[src/rtl/cvl_pkg.sv]
// cvl_pkg: CCI-P header field positions, widths and helpers used by the read tag tracker.
//   C0 request header (74b): vc_sel[73:72] sop[71] rsvd[70] cl_len[69:68] req_type[67:64]
//                            rsvd[63:58] address[57:16] mdata[15:0]
//   C0 response header (28b): vc_used[27:26] rsvd[25] hit_miss[24] rsvd[23:22]
//                             cl_num[21:20] resp_type[19:16] mdata[15:0]
package cvl_pkg;

    localparam int DATA_WIDTH   = 512;
    localparam int MAX_QPI_RDS  = 128;
    localparam int RD_TAG_WIDTH = 7;

    localparam int CCIP_TXHDR_WIDTH     = 74;
    localparam int CCIP_TXHDR_MDATA_LSB = 0;
    localparam int CCIP_TXHDR_MDATA_MSB = 15;
    localparam int CCIP_TXHDR_ADDR_LSB  = 16;
    localparam int CCIP_TXHDR_ADDR_MSB  = 57;
    localparam int CCIP_TXHDR_REQ_LSB   = 64;
    localparam int CCIP_TXHDR_REQ_MSB   = 67;
    localparam int CCIP_TXHDR_LEN_LSB   = 68;
    localparam int CCIP_TXHDR_LEN_MSB   = 69;
    localparam int CCIP_TXHDR_SOP_BIT   = 71;
    localparam int CCIP_TXHDR_VC_LSB    = 72;
    localparam int CCIP_TXHDR_VC_MSB    = 73;

    localparam int CCIP_RXHDR_WIDTH     = 28;
    localparam int CCIP_RXHDR_MDATA_LSB = 0;
    localparam int CCIP_RXHDR_MDATA_MSB = 15;

    localparam logic [3:0] RdLine_I = 4'h6;

    typedef enum logic [1:0] {
        ST_RUN,
        ST_DRAIN,
        ST_IDLE
    } trk_state_t;

    // Single-cacheline read on VA (vc_sel=0, cl_len=0), tag carried in the low mdata bits.
    function automatic logic [CCIP_TXHDR_WIDTH-1:0] ccip_rd_hdr(
        input logic [41:0]             addr,
        input logic [RD_TAG_WIDTH-1:0] tag,
        input logic [3:0]              req
    );
        logic [CCIP_TXHDR_WIDTH-1:0] h;
        h = '0;
        h[CCIP_TXHDR_MDATA_MSB:CCIP_TXHDR_MDATA_LSB] = {{(16-RD_TAG_WIDTH){1'b0}}, tag};
        h[CCIP_TXHDR_ADDR_MSB:CCIP_TXHDR_ADDR_LSB]   = addr;
        h[CCIP_TXHDR_REQ_MSB:CCIP_TXHDR_REQ_LSB]     = req;
        h[CCIP_TXHDR_LEN_MSB:CCIP_TXHDR_LEN_LSB]     = 2'b00;
        h[CCIP_TXHDR_SOP_BIT]                        = 1'b1;
        h[CCIP_TXHDR_VC_MSB:CCIP_TXHDR_VC_LSB]       = 2'b00;
        return h;
    endfunction

endpackage

[src/rtl/ccip_tag_freelist.sv]
// ccip_tag_freelist: tag bitmap, lowest-free priority encoder and in-flight counter.
//   clk, rst      : clock, synchronous active-high reset (frees every tag)
//   alloc         : take alloc_tag this cycle (only when avail)
//   free_en       : release free_tag this cycle (ignored if that tag is not allocated)
//   free_tag      : tag to release
//   avail         : at least one tag in 0..N-1 is free
//   alloc_tag     : lowest free tag
//   free_hit      : free_tag is currently allocated
//   count         : number of allocated tags
module ccip_tag_freelist
    import cvl_pkg::*;
#(
    parameter int N = MAX_QPI_RDS
) (
    input  logic                    clk,
    input  logic                    rst,
    input  logic                    alloc,
    input  logic                    free_en,
    input  logic [RD_TAG_WIDTH-1:0] free_tag,
    output logic                    avail,
    output logic [RD_TAG_WIDTH-1:0] alloc_tag,
    output logic                    free_hit,
    output logic [7:0]              count
);

    logic [N-1:0]           busy;
    logic [N-1:0]           set_mask;
    logic [N-1:0]           clr_mask;
    logic [MAX_QPI_RDS-1:0] busy_ext;
    logic                   do_free;

    // Widened view so any 7-bit tag can be looked up; tags >= N read as free.
    assign busy_ext = MAX_QPI_RDS'(busy);
    assign free_hit = busy_ext[free_tag];
    assign do_free  = free_en && free_hit;
    assign set_mask = alloc ? N'(1) << alloc_tag : '0;
    assign clr_mask = do_free ? N'(1) << free_tag : '0;

    // Downward scan so the last hit is the lowest free index. The tag freed this
    // cycle is still marked busy here, so it cannot be reissued until next cycle.
    always_comb begin
        avail     = 1'b0;
        alloc_tag = '0;
        for (int i = N - 1; i >= 0; i--) begin
            if (!busy[i]) begin
                avail     = 1'b1;
                alloc_tag = RD_TAG_WIDTH'(i);
            end
        end
    end

    always_ff @(posedge clk) begin
        if (rst) begin
            busy  <= '0;
            count <= '0;
        end else begin
            busy  <= (busy | set_mask) & ~clr_mask;
            count <= count + {7'd0, alloc} - {7'd0, do_free};
        end
    end

endmodule

[src/rtl/ccip_rd_tag_tracker.sv]
// ccip_rd_tag_tracker: issues CCI-P C0 cacheline reads with unique mdata tags and
// returns completions to the AFU tagged, with flush/drain support.
//   clk, rst                  : clock, synchronous active-high reset
//   req_valid/req_addr/req_ready : AFU read request (42-bit cacheline address)
//   tx_c0_hdr/tx_c0_rdvalid   : registered C0 request header and valid
//   rx_c0_almfull             : C0 TX almost-full back-pressure
//   rx_c0_hdr/data/rdvalid    : C0 read response
//   rsp_valid/rsp_tag/rsp_data: completion to AFU, one cycle after the response
//   flush/flushed             : stop issuing, drain, flushed high while idle
//   outstanding               : number of reads in flight
//   tag_err                   : (RD_TAG_CHECK_EN only) sticky, response with unallocated tag
// Build option RD_TAG_CHECK_EN: drop responses whose tag is not allocated and flag tag_err.
module ccip_rd_tag_tracker
    import cvl_pkg::*;
#(
    parameter int         MAX_OUTSTANDING = MAX_QPI_RDS,
    parameter logic [3:0] RD_REQ_TYPE     = RdLine_I
) (
    input  logic                        clk,
    input  logic                        rst,
    input  logic                        req_valid,
    input  logic [41:0]                 req_addr,
    output logic                        req_ready,
    output logic [CCIP_TXHDR_WIDTH-1:0] tx_c0_hdr,
    output logic                        tx_c0_rdvalid,
    input  logic                        rx_c0_almfull,
    input  logic [CCIP_RXHDR_WIDTH-1:0] rx_c0_hdr,
    input  logic [DATA_WIDTH-1:0]       rx_c0_data,
    input  logic                        rx_c0_rdvalid,
    output logic                        rsp_valid,
    output logic [RD_TAG_WIDTH-1:0]     rsp_tag,
    output logic [DATA_WIDTH-1:0]       rsp_data,
    input  logic                        flush,
    output logic                        flushed,
`ifdef RD_TAG_CHECK_EN
    output logic                        tag_err,
`endif
    output logic [7:0]                  outstanding
);

    if (MAX_OUTSTANDING < 2 || MAX_OUTSTANDING > MAX_QPI_RDS ||
        (MAX_OUTSTANDING & (MAX_OUTSTANDING - 1)) != 0) begin : g_bad_param
        $error("MAX_OUTSTANDING must be a power of two in 2..128");
    end

    trk_state_t              state;
    trk_state_t              state_nxt;
    logic                    avail;
    logic                    accept;
    logic                    rx_known;
    logic                    fwd;
    logic [RD_TAG_WIDTH-1:0] alloc_tag;
    logic [RD_TAG_WIDTH-1:0] rx_tag;
    logic                    unused_rx_hdr;

    assign rx_tag        = rx_c0_hdr[CCIP_RXHDR_MDATA_LSB +: RD_TAG_WIDTH];
    assign unused_rx_hdr = ^rx_c0_hdr[CCIP_RXHDR_WIDTH-1:RD_TAG_WIDTH];
    assign req_ready     = !rst && !rx_c0_almfull && avail && state == ST_RUN;
    assign accept        = req_valid && req_ready;

`ifdef RD_TAG_CHECK_EN
    assign fwd = rx_c0_rdvalid && rx_known;
`else
    assign fwd = rx_c0_rdvalid;
`endif

    ccip_tag_freelist #(
        .N(MAX_OUTSTANDING)
    ) u_freelist (
        .clk      (clk),
        .rst      (rst),
        .alloc    (accept),
        .free_en  (rx_c0_rdvalid),
        .free_tag (rx_tag),
        .avail    (avail),
        .alloc_tag(alloc_tag),
        .free_hit (rx_known),
        .count    (outstanding)
    );

    always_comb begin
        state_nxt = (state == ST_RUN   && flush)              ? ST_DRAIN :
                    (state == ST_DRAIN && outstanding == '0) ? ST_IDLE  :
                    (state == ST_IDLE  && !flush)             ? ST_RUN   : state;
    end

    always_ff @(posedge clk) begin
        if (rst) begin
            state         <= ST_RUN;
            flushed       <= 1'b0;
            tx_c0_rdvalid <= 1'b0;
            tx_c0_hdr     <= '0;
            rsp_valid     <= 1'b0;
            rsp_tag       <= '0;
            rsp_data      <= '0;
`ifdef RD_TAG_CHECK_EN
            tag_err       <= 1'b0;
`endif
        end else begin
            state         <= state_nxt;
            flushed       <= state_nxt == ST_IDLE;
            tx_c0_rdvalid <= accept;
            tx_c0_hdr     <= accept ? ccip_rd_hdr(req_addr, alloc_tag, RD_REQ_TYPE) : '0;
            rsp_valid     <= fwd;
            if (fwd) begin
                rsp_tag  <= rx_tag;
                rsp_data <= rx_c0_data;
            end
`ifdef RD_TAG_CHECK_EN
            tag_err       <= tag_err | (rx_c0_rdvalid && !rx_known);
`endif
        end
    end

endmodule

[config.mk]
export PLATFORM = sky130hd
export DESIGN_NAME = ccip_rd_tag_tracker
export DESIGN_NICKNAME = d
export VERILOG_FILES = /design/src/rtl/cvl_pkg.sv /design/src/rtl/ccip_tag_freelist.sv /design/src/rtl/ccip_rd_tag_tracker.sv
export SDC_FILE = /design/constraint.sdc
export NUM_CORES = 1
export LEC_CHECK = 0
export ABC_AREA = 1
export CAP_MARGIN = 5
export CORE_AREA = 3 3 469 471
export CTS_CLUSTER_SIZE = 14
export DETAILED_ROUTE_END_ITERATION = 7
export DIE_AREA = 0 0 472 474
export GPL_ROUTABILITY_DRIVEN = 0
export PLACE_DENSITY = 0.34
export SLEW_MARGIN = 20
export SYNTH_ARGS = -nofsm -noshare
export SYNTH_HDL_FRONTEND = slang
export SYNTH_SLANG_ARGS = --single-unit
[constraint.sdc]
create_clock -name clk -period 8.6 [get_ports clk]
set_clock_uncertainty 0.1 [all_clocks]
set_input_delay 1.72 -clock clk [delete_from_list [all_inputs] [get_ports clk]]
set_output_delay 1.72 -clock clk [all_outputs]
set_load 0.03 [all_outputs]
==> results of run 1 <==
[kinds of logic after synthesis]
| kind of cell | count (synthesis) | share of synthesized area (%) |
|---|---|---|
| other | 1 | 0.0131 |
| and+or+nand+nor | 1750 | 25.0 |
| DFF | 709 | 49.7 |
| buffers and inverters | 543 | 7.54 |
| adders and majority gates | 12 | 0.552 |
| AOI/OAI and AO/OA | 908 | 17.2 |
[critical path, delay by kind of cell (launching register included)]
family / cells / cell delay [ns]
compound gates: 1 / 0.19
buf+inv: 3 / 0.35
flops: 1 / 0.32
simple gates: 129 / 7.48
[cells in the mapped netlist, drive strengths merged]
| cell | instances |
|---|---|
| o41ai | 2 |
| nor2 | 1199 |
| nand4 | 108 |
| a211oi | 1 |
| o22ai | 42 |
| ha | 11 |
| or4 | 1 |
| o2111ai | 4 |
| o21bai | 2 |
| a21boi | 1 |
| nand2 | 302 |
| a311oi | 1 |
| conb | 1 |
| a31o | 1 |
| o211ai | 15 |
| dfxtp | 709 |
| clkinv | 3 |
| inv | 237 |
| o31ai | 39 |
| nor3b | 1 |
| fa | 1 |
| buf | 54 |
| o21ai | 604 |
| clkbuf | 249 |
| nor4 | 8 |
| a221oi | 4 |
| o311ai | 14 |
| a31oi | 12 |
| nor3 | 27 |
| nand3 | 104 |
| a21oi | 166 |
[layer usage]
metal	up-vias	wire [microns]
met4	14	7250
li1	15000	-
met2	1459	114000
met1	15900	90000
met5	-	88
met3	433	22600
[worst paths after layout]
path                        startpoint                  end  cells after the start  slack [ns]
hold / removal     u_freelist.busy[25]  u_freelist.busy[25]                      2        0.39
setup / recovery  u_freelist.busy[127]  u_freelist.busy[73]                    133        0.08
hold reg to reg    u_freelist.busy[25]  u_freelist.busy[25]                      2        0.39
setup reg to reg  u_freelist.busy[127]  u_freelist.busy[73]                    133        0.08
[where the power goes]
part           internal [mW]  switching (mW)  leakage (nW)
Combinational          0.721            1.18          9.55
Sequential              3.48           0.114          5.85
Clock                   2.73            1.81          1.75
[state kept, by name, indices dropped and copies added (netlist names)]
name / cells
u_freelist.count: 8
state: 2
rsp_tag: 7
u_freelist.busy: 128
rsp_data: 512
tx_c0_hdr: 50
rsp_valid: 1
flushed: 1
[through the flow]
stage	setup slack (ns)	util (%)	hold slack [ns]	setup TNS (ns)	cell area, sq um
global route	-1.26	21.8	0.418	-145.27	47300
floorplan	1.99	-	0.352	0	28600
CTS	0.0179	21.7	0.387	0	47000
detailed placement	-0.0204	20.1	0.378	-0.0298	43400
finish	0.0769	21.9	0.388	0	47400
global placement	-0.522	20.1	0.368	-42.09	43400
[placed cells by master (no fill, tap or decap), types with 8 or more instances in the layout]
master	count
nor2_1	1176
clkdlybuf4s50_1	1145
dfxtp_1	708
o21ai_0	604
nand2_1	286
inv_1	228
a21oi_1	137
nand4_1	102
clkbuf_16	101
nand3_1	97
buf_4	65
o22ai_1	42
o31ai_1	39
clkbuf_8	32
diode_2	29
a21oi_2	29
nor3_1	27
conb_1	22
buf_6	17
clkbuf_1	16
buf_12	16
o211ai_1	15
clkinv_2	15
nor2_2	13
o311ai_0	13
a31oi_1	12
nand2_2	11
ha_1	11
nor2_4	10
bufinv_16	10
nor4_1	8
[repair_timing]
item                                    CTS  global route
resized for setup                         3            63
endpoints found under the setup margin   20           129
pin swaps                                 0            30
setup buffers                             0             3
[layout make-up]
type                       count  area (sq um)
fill                       24300        169000
antenna                       29          72.6
inverter                     240           916
clock buffer                 149          3030
tap                         2854          3570
multi-input combinational   2692         12500
clock inverter                34           537
sequential                   709         14200
timing repair buffer        1249         12500
==> reports/results.ini, run 1 <==
[outcome]
status = completed

[synth]
netlist_area_sq_mm = 0.0285
synth.top_cell.area_share_pct = 49.7
ys_ff_latch = 709
syn_avg_cell_area_sq_um = 7.28
synth_cell_types = 39
netlist_instances = 3923
yosysTopAreaCell = dfxtp_1
ys_seq_area_share_pct = 49.7
yosysWarningCount = 0
ys_top_cells_by_area = dfxtp_1, nor2_1, o21ai_0, nand2_1, clkbuf_1

[final_layout]
nets = 5592
area_delta_synth_final_pct = 65.9
fin_cells = 7956
drive_gt1_share_pct = 7.18

[grt]
met1_usage_pct = 22.6
antenna_found_initial = 131
grt_usage_pct = 20.0
grt_max_degree = 175
grt_pass1_vias = 32500
grt_overflow = 0
met2_usage_pct = 35.2
gr-usage-met3_pct = 8.03
grt_first_pass_wirelength_microns = 306000
grt-busiest-layer = met2

[critical_path]
crit_path_end_kind = register
start_kind = register
crit_fanout = 8
cpPeakStageDelay_ns = 0.32
crit_required_ns = 9.15
criticalPathCategory = register to register
cp_common_cell = nand2_1
cp_slowest_cell = dfxtp_2
critPathArrivalTime_ns = 9.07

[clock_tree]
clk_pin_slew_ns = 0.06
htree_levels = 3
worst_skew_pair.late_latency_ns = 0.76
cts_buffers = 100
clock-sinks = 709
cts_tree = done
postCtsHoldBufs = 0
clockBufferDepth = 3
root_buffer = clkbuf_16

[drt]
drt_pre_antenna_iters = 5
avgViaCountPerCell = 4.13
routed_wl_microns = 233000
route.detailed.wl_per_inst_microns = 29.3
drt_iter0_drc = 2379
vias = 32900
remaining_drc_errors = 0
final_antenna_net_count = 0

[sta]
max_freq_mhz = 117
min_period_ns = 8.52
final_max_slew_viol_count = 0
hold_viol = 0
worst_pin_slew_ns = 1.15
rsz0062_at_grt = yes
slew_headroom_pct = 23.0
finalCritPeriodShare_pct = 99.1
setup_viol = 0

[pwr]
p_leak_nw = 17.2
powerDensity_mw_per_mm2 = 212
peakVddDrop_uv = 159
p_total_mw = 10.0

[floorplan]
die_h_microns = 474
coreArea_sq_mm = 0.217
die_area_sq_mm = 0.224
ios = 1193
start_util_pct = 13.2
die_w_microns = 472
rows = 171

[flow_run]
cap_viol_max_count = 0

[worst_hold_path]
hold_path.class = register to register

[placement]
hpwl_microns = 182000
port_buffers = 1149
dp.cells = 7742

Power figures use the tool's default switching activity.
==> run 2, diff against run 1 <==
--- a/config.mk
+++ b/config.mk
@@ -5,14 +5,13 @@
 export SDC_FILE = /design/constraint.sdc
 export NUM_CORES = 1
 export LEC_CHECK = 0
-export ABC_AREA = 1
 export CAP_MARGIN = 5
-export CORE_AREA = 3 3 469 471
+export CORE_AREA = 3 3 457 459
 export CTS_CLUSTER_SIZE = 14
 export DETAILED_ROUTE_END_ITERATION = 7
-export DIE_AREA = 0 0 472 474
+export DIE_AREA = 0 0 460 462
 export GPL_ROUTABILITY_DRIVEN = 0
-export PLACE_DENSITY = 0.34
+export PLACE_DENSITY = 0.35
 export SLEW_MARGIN = 20
 export SYNTH_ARGS = -nofsm -noshare
 export SYNTH_HDL_FRONTEND = slang
==> run 2 against run 1 <==
Compared with the run above: fmax rose by 43%; die area decreased by 5.0%; setup slack better by 2.6 ns; routed wire length decreased by 17%; register-to-register slack gained 3.3 ns; critical path depth fell by 125; via count shrank 17%; utilization rose by 0.89 points; final area shrank 1.6%; non-clock buffer count shrank 60; sequential power shrank 1%; critical path type is now register to primary output; critical endpoint is now req_ready.
==> reports/results.ini, run 2 <==
[clock_tree]
cts_buffers = 97  ; was 100
postCtsHoldBufs = 0  ; unchanged
clockBufferDepth = 3  ; unchanged
worst_skew_pair.late_latency_ns = 0.74  ; was 0.76 ns
cts_tree = done  ; unchanged
cts_resized = 0  ; was 3
clk_pin_slew_ns = 0.05  ; was 0.06 ns
root_buffer = clkbuf_16  ; unchanged
htree_levels = 3  ; unchanged
post_cts_buffers = 0  ; unchanged
clock-sinks = 709  ; unchanged

[placement]
port_buffers = 1149  ; unchanged
hpwl_microns = 154000  ; was 182000 microns

[sta]
max_freq_mhz = 167  ; was 117 MHz
min_period_ns = 5.97  ; was 8.52 ns
rsz0062_at_grt = no  ; was yes
worst_pin_slew_ns = 1.17  ; was 1.15 ns
hold_viol = 0  ; unchanged
setup_viol = 0  ; unchanged
finalCritPeriodShare_pct = 69.4  ; was 99.1%
setup-tns-final_ns = 0  ; unchanged
slew_headroom_pct = 21.8  ; was 23.0%
final_max_slew_viol_count = 0  ; unchanged

[synth]
yosysTopAreaCell = dfxtp_1  ; unchanged
synth_commonest_cells = dfxtp_1, nor2_1, mux2i_1, clkbuf_1, a21oi_1  ; was nor2_1, dfxtp_1, o21ai_0, nand2_1, clkbuf_1
yosysWarningCount = 0  ; unchanged
netlist_area_sq_mm = 0.0287  ; was 0.0285 sq mm
syn_avg_cell_area_sq_um = 9.64  ; was 7.28 sq um
synth-edff-count = 0  ; unchanged
synth_most_common_cell = dfxtp_1  ; was nor2_1
ys.flop_type = dfxtp_1  ; unchanged
ys_top_cells_by_area = dfxtp_1, mux2i_1, nor2_1, a21oi_1, mux4_2  ; was dfxtp_1, nor2_1, o21ai_0, nand2_1, clkbuf_1
synth.top_cell.area_share_pct = 49.5  ; was 49.7%
ys_ff_latch = 709  ; unchanged
synth_cell_types = 77  ; was 39
synth_async_sr_flop_share_pct = 0  ; unchanged
ys_seq_area_share_pct = 49.5  ; was 49.7%
netlist_instances = 2977  ; was 3923

[floorplan]
die_h_microns = 462  ; was 474 microns
start_util_pct = 14.0  ; was 13.2%
coreArea_sq_mm = 0.205  ; was 0.217 sq mm
die_area_sq_mm = 0.213  ; was 0.224 sq mm
rows = 166  ; was 171
die_w_microns = 460  ; was 472 microns
ios = 1193  ; unchanged

[worst_hold_path]
hold_path.class = register to register  ; unchanged
min_delay_path_depth = 2  ; unchanged

[drt]
drt_iter0_drc = 1897  ; was 2379
route.detailed.wl_per_inst_microns = 28.3  ; was 29.3 microns
drt_pre_antenna_iters = 6  ; was 5
routed_wl_microns = 194000  ; was 233000 microns
remaining_drc_errors = 0  ; unchanged
vias = 27300  ; was 32900
avgViaCountPerCell = 3.98  ; was 4.13
final_antenna_net_count = 0  ; unchanged

[final_layout]
area_delta_synth_final_pct = 62.4  ; was 65.9%
final_cell_mix = clkdlybuf4s50_1, dfxtp_1, nor2_1  ; was nor2_1, clkdlybuf4s50_1, dfxtp_1
drive_gt1_share_pct = 6.55  ; was 7.18%
top_regs = rsp_data x512, u_freelist.busy x128, tx_c0_hdr x50  ; unchanged
n_fill_cell = 22300  ; was 24300
largest_reg_flops = 512  ; unchanged
final_common_cell = clkdlybuf4s50_1  ; was nor2_1
regMostFlops = rsp_data  ; unchanged
nets = 4679  ; was 5592

[pwr]
p_int_mw = 6.74  ; was 6.93 mW
p_sw_share_pct = 29.3  ; was 31.0%
p_total_mw = 9.54  ; was 10.0 mW
peakVddDrop_uv = 158  ; was 159 uV
p_clk_share_pct = 45.4  ; was 45.3%
p_switching_mw = 2.79  ; was 3.11 mW
combPwrFrac_pct = 17.4  ; was 19.0%
powerDensity_mw_per_mm2 = 205  ; was 212 mW/mm^2
p_leak_nw = 17.5  ; was 17.2 nW
power_frac_seq_pct = 37.3  ; was 35.8%

[critical_path]
crit_fanout = 21  ; was 8
critPathArrivalTime_ns = 4.15  ; was 9.07 ns
start_kind = register  ; unchanged
crit_required_ns = 6.78  ; was 9.15 ns
criticalPathCategory = register to primary output  ; was register to register
crit_path_end_kind = primary output  ; was register
r2r_cells = 18  ; was 133

[grt]
grt_overflow = 0  ; unchanged
grt_pass1_vias = 26500  ; was 32500
grt_usage_pct = 17.5  ; was 20.0%
antenna_found_initial = 146  ; was 131
grt_max_degree = 176  ; was 175
grt_first_pass_wirelength_microns = 254000  ; was 306000 microns

[outcome]
status = completed  ; unchanged

[flow_run]
cap_viol_max_count = 0  ; unchanged

-- run 2: cell types whose count changed after synthesis, sizes merged, moves of 51 or more --
cell / before / now
nor2: 1199 / 599
nand3: 104 / 19
a21oi: 166 / 112
nand4: 108 / 51
o21ai: 604 / 99
inv: 237 / 102
and2: 0 / 51
nand2: 302 / 108
mux2i: 0 / 523
clkbuf: 249 / 124
-- run 2: power groups by stage --
stage	Clock (mW)	Sequential, mW	Combinational (mW)
2_1_floorplan	0	3.93	0.492
3_3_place_gp	0	3.62	1.69
3_5_place_dp	0	3.62	1.68
4_1_cts	4.52	3.55	1.69
5_1_grt	4.62	3.57	1.77
6_report	4.33	3.55	1.66
-- run 2: cell families after synthesis --
family / synth area share (%)
DFF: 49.5
xor gates and xnor gates: 0.183
muxes: 20.4
adders and majority gates: 0.549
other: 0.0131
and+or+nand+nor: 15.1
buffers and inverters: 4.46
AOI/OAI and AO/OA: 9.83
-- run 2: worst max-delay path, cell delays in order (launching register included) --
cell and delay [ns]:
dfxtp_1 0.30, buf_4 0.35, nand4_1 0.32, nor4_2 0.81
nand2_1 0.31, nor4_1 0.46, buf_4 0.22, nor2b_1 0.06
clkdlybuf4s50_1 0.59
-- run 2: final cells by class --
| class | count | area [sq um] | share of cell area, % |
|---|---|---|---|
| multi-input cells | 1980 | 13400 | 28.7 |
| clock inverters | 34 | 543 | 1.17 |
| well taps | 2688 | 3360 | 7.22 |
| diodes | 27 | 67.6 | 0.145 |
| clock buffers | 139 | 2860 | 6.13 |
| repair buffers | 1189 | 11800 | 25.4 |
| inverters | 102 | 383 | 0.821 |
| flip-flops and latches | 709 | 14200 | 30.5 |
-- run 2: stage by stage --
stage / cell area (sq um) / hold slack, ns / instances / util, % / setup WS, ns
3_3_place_gp: 43100 / 0.371 / 6667 / 21.1 / 1.88
5_1_grt: 46500 / 0.414 / 6843 / 22.7 / 2.42
2_1_floorplan: 28800 / 0.357 / 2998 / - / 3.28
4_1_cts: 46500 / 0.385 / 6841 / 22.7 / 2.62
6_report: 46600 / 0.391 / 6868 / 22.8 / 2.63
3_5_place_dp: 43100 / 0.373 / 6668 / 21.1 / 1.92
-- run 2: final timing paths --
kind | from | end | slack (ns)
setup reg to reg | u_freelist.busy[1] | u_freelist.count[6] | 3.35
hold reg to reg | rsp_data[15] | rsp_data[15] | 0.39
hold / removal | rsp_data[15] | rsp_data[15] | 0.39
setup / recovery | u_freelist.busy[1] | req_ready | 2.63
-- run 2: routing by layer --
metal  vias up  track usage, %  part of all wire (%)
met5         -               0                  0.11
met4        34            2.94                   2.5
met3       391            8.50                    11
met2      1219            31.4                    50
met1     13100            18.8                    37
li1      12600               -                     -
==> run 3, diff against run 2 <==
==> constraint.sdc (replaced) <==
create_clock -name clk -period 6 [get_ports clk]
set_clock_uncertainty 0.1 [all_clocks]
set_input_delay 1.2 -clock clk [delete_from_list [all_inputs] [get_ports clk]]
set_output_delay 1.2 -clock clk [all_outputs]
set_load 0.03 [all_outputs]
==> run 3 against run 2 <==
Compared with the run above: sequential cell count unchanged; global-route usage up 0.080 points; count of clock-buffer cells in the layout rose by 10; via count shrank 0.64%; worst hold slack about the same; routed wire length is 0.15% higher; power increased by 42%; non-clock buffer count is 18 higher; setup slack worse by 1.5 ns; cell count up 0.26%; die area unchanged; utilization hardly changed; critical path type unchanged; highest routed layer unchanged.
==> reports/results.ini, run 3 (same netlist as run 2, synthesis figures left out) <==
[outcome]
status = completed  ; unchanged

[drt]
drt_pre_antenna_iters = 5  ; was 6
final_antenna_net_count = 0  ; unchanged
remaining_drc_errors = 0  ; unchanged
routed_wl_microns = 194000  ; about the same
drt_iter0_drc = 1485  ; was 1897
avgViaCountPerCell = 3.95  ; was 3.98
vias = 27200  ; was 27300
route.detailed.wl_per_inst_microns = 28.2  ; was 28.3 microns

[sta]
slew_headroom_pct = 17.9  ; was 21.8%
max_freq_mhz = 203
hold_viol = 0  ; unchanged
finalCritPeriodShare_pct = 81.9
setup_viol = 0  ; unchanged
worst_pin_slew_ns = 1.23  ; was 1.17 ns
final_max_slew_viol_count = 0  ; unchanged
setup-tns-final_ns = 0  ; unchanged
min_period_ns = 4.91
rsz0062_at_grt = no  ; unchanged

[critical_path]
critPathArrivalTime_ns = 3.61  ; was 4.15 ns
r2r_cells = 18  ; unchanged
criticalPathCategory = register to primary output  ; unchanged
crit_path_end_kind = primary output  ; unchanged
crit_start = u_freelist.busy[62]  ; was u_freelist.busy[1]
start_kind = register  ; unchanged
crit_required_ns = 4.70  ; was 6.78 ns
worstReg2RegStart = u_freelist.busy[62]  ; was u_freelist.busy[1]
crit_fanout = 7  ; was 21

[flow_run]
cap_viol_max_count = 0  ; unchanged

[final_layout]
register_area_sq_mm = 0.0142  ; unchanged
multi_input_area_sq_mm = 0.0134  ; unchanged
area_delta_synth_final_pct = 62.7  ; was 62.4%
top_regs = rsp_data x512, u_freelist.busy x128, tx_c0_hdr x50  ; unchanged
drive_gt1_share_pct = 6.69  ; was 6.55%
largest_reg_flops = 512  ; unchanged
final_common_cell = clkdlybuf4s50_1  ; unchanged
utilization_pct = 22.8  ; about the same
n_fill_cell = 22200  ; was 22300
nets = 4697  ; was 4679
final_cell_mix = clkdlybuf4s50_1, dfxtp_1, nor2_1  ; unchanged
regMostFlops = rsp_data  ; unchanged

[pwr]
p_leak_nw = 17.6  ; was 17.5 nW
peakVddDrop_uv = 213  ; was 158 uV
powerDensity_mw_per_mm2 = 290  ; was 205 mW/mm^2

[floorplan]
rows = 166  ; unchanged
die_h_microns = 462  ; unchanged
start_util_pct = 14.0  ; unchanged
ios = 1193  ; unchanged
die_area_sq_mm = 0.213  ; unchanged
coreArea_sq_mm = 0.205  ; unchanged
die_w_microns = 460  ; unchanged

[clock_tree]
cts_tree = done  ; unchanged
postCtsHoldBufs = 0  ; unchanged
clk_pin_slew_ns = 0.06  ; was 0.05 ns
root_buffer = clkbuf_16  ; unchanged
clockBufferDepth = 3  ; unchanged
cts_buffers = 97  ; unchanged
worst_skew_pair.late_latency_ns = 0.73  ; was 0.74 ns
htree_levels = 3  ; unchanged
cts_resized = 0  ; unchanged
clock-sinks = 709  ; unchanged
post_cts_buffers = 0  ; unchanged

[grt]
antenna_found_initial = 142  ; was 146
grt_max_degree = 177  ; was 176
grt_usage_pct = 17.6  ; was 17.5%
grt_pass1_vias = 26600  ; was 26500
grt_first_pass_wirelength_microns = 255000  ; was 254000 microns
grt_overflow = 0  ; unchanged

[placement]
hpwl_microns = 155000  ; was 154000 microns
port_buffers = 1149  ; unchanged

[worst_hold_path]
hold_path.class = register to register  ; unchanged
min_from = rsp_data[321]  ; was rsp_data[15]
min_delay_path_depth = 2  ; unchanged

run 3: cell count changes in the layout (fill, tap and decap cells not counted), sizes merged:
cell      delta
bufinv       -2
clkbuf      +10
clkinvlp     -1
inv          +1
clkinv       -6
buf         +18
diode        -2
run 3: worst max-delay path, cell delays in order (launching register included):
cell and delay (ns):
dfxtp_1 0.53, nand4_1 0.32, nor4_1 0.62, nand2_1 0.20, nor4_1 0.38, buf_4 0.18, nor2b_1 0.07, clkdlybuf4s50_1 0.60
run 3: final timing paths:
kind | end | slack, ns
max reg2reg | u_freelist.count[7] | 1.63
min reg2reg | rsp_data[321] | 0.39
max | req_ready | 1.09
min | rsp_data[321] | 0.39
run 3: power by group:
part           switching, mW  total [mW]  internal [mW]
clock                   2.48        6.05           3.57
combinational           1.33        2.40           1.06
sequential             0.143        5.10           4.95
run 3: area by class of cell:
cell class                 instances  area share [%]
tap                             2688            7.20
clock inverter                    26           0.809
timing repair buffer            1207            25.8
sequential                       709            30.4
inverter                         102           0.820
clock buffer                     149            6.18
antenna                           25           0.134
multi-input combinational       1980            28.7
run 3: metal layers:
metal  GRT usage (%)  part of all wire (%)
met2            31.4                    50
met4            3.20                   2.5
met3            8.09                    10
met5               0                 0.079
met1            19.2                    37
run 3: through the flow:
step                      hold slack, ns  area [sq um]  worst slack, ns  power, mW  instances
after floorplan                    0.357         28800             1.20       6.33       2998
after global placement             0.371         43300            0.328       7.63       6685
after detailed placement           0.382         43400            0.402       7.61       6686
after CTS                          0.398         46600            0.966       13.8       6861
after global routing               0.409         46600            0.864       14.1       6865
final                              0.391         46700             1.09       13.5       6886
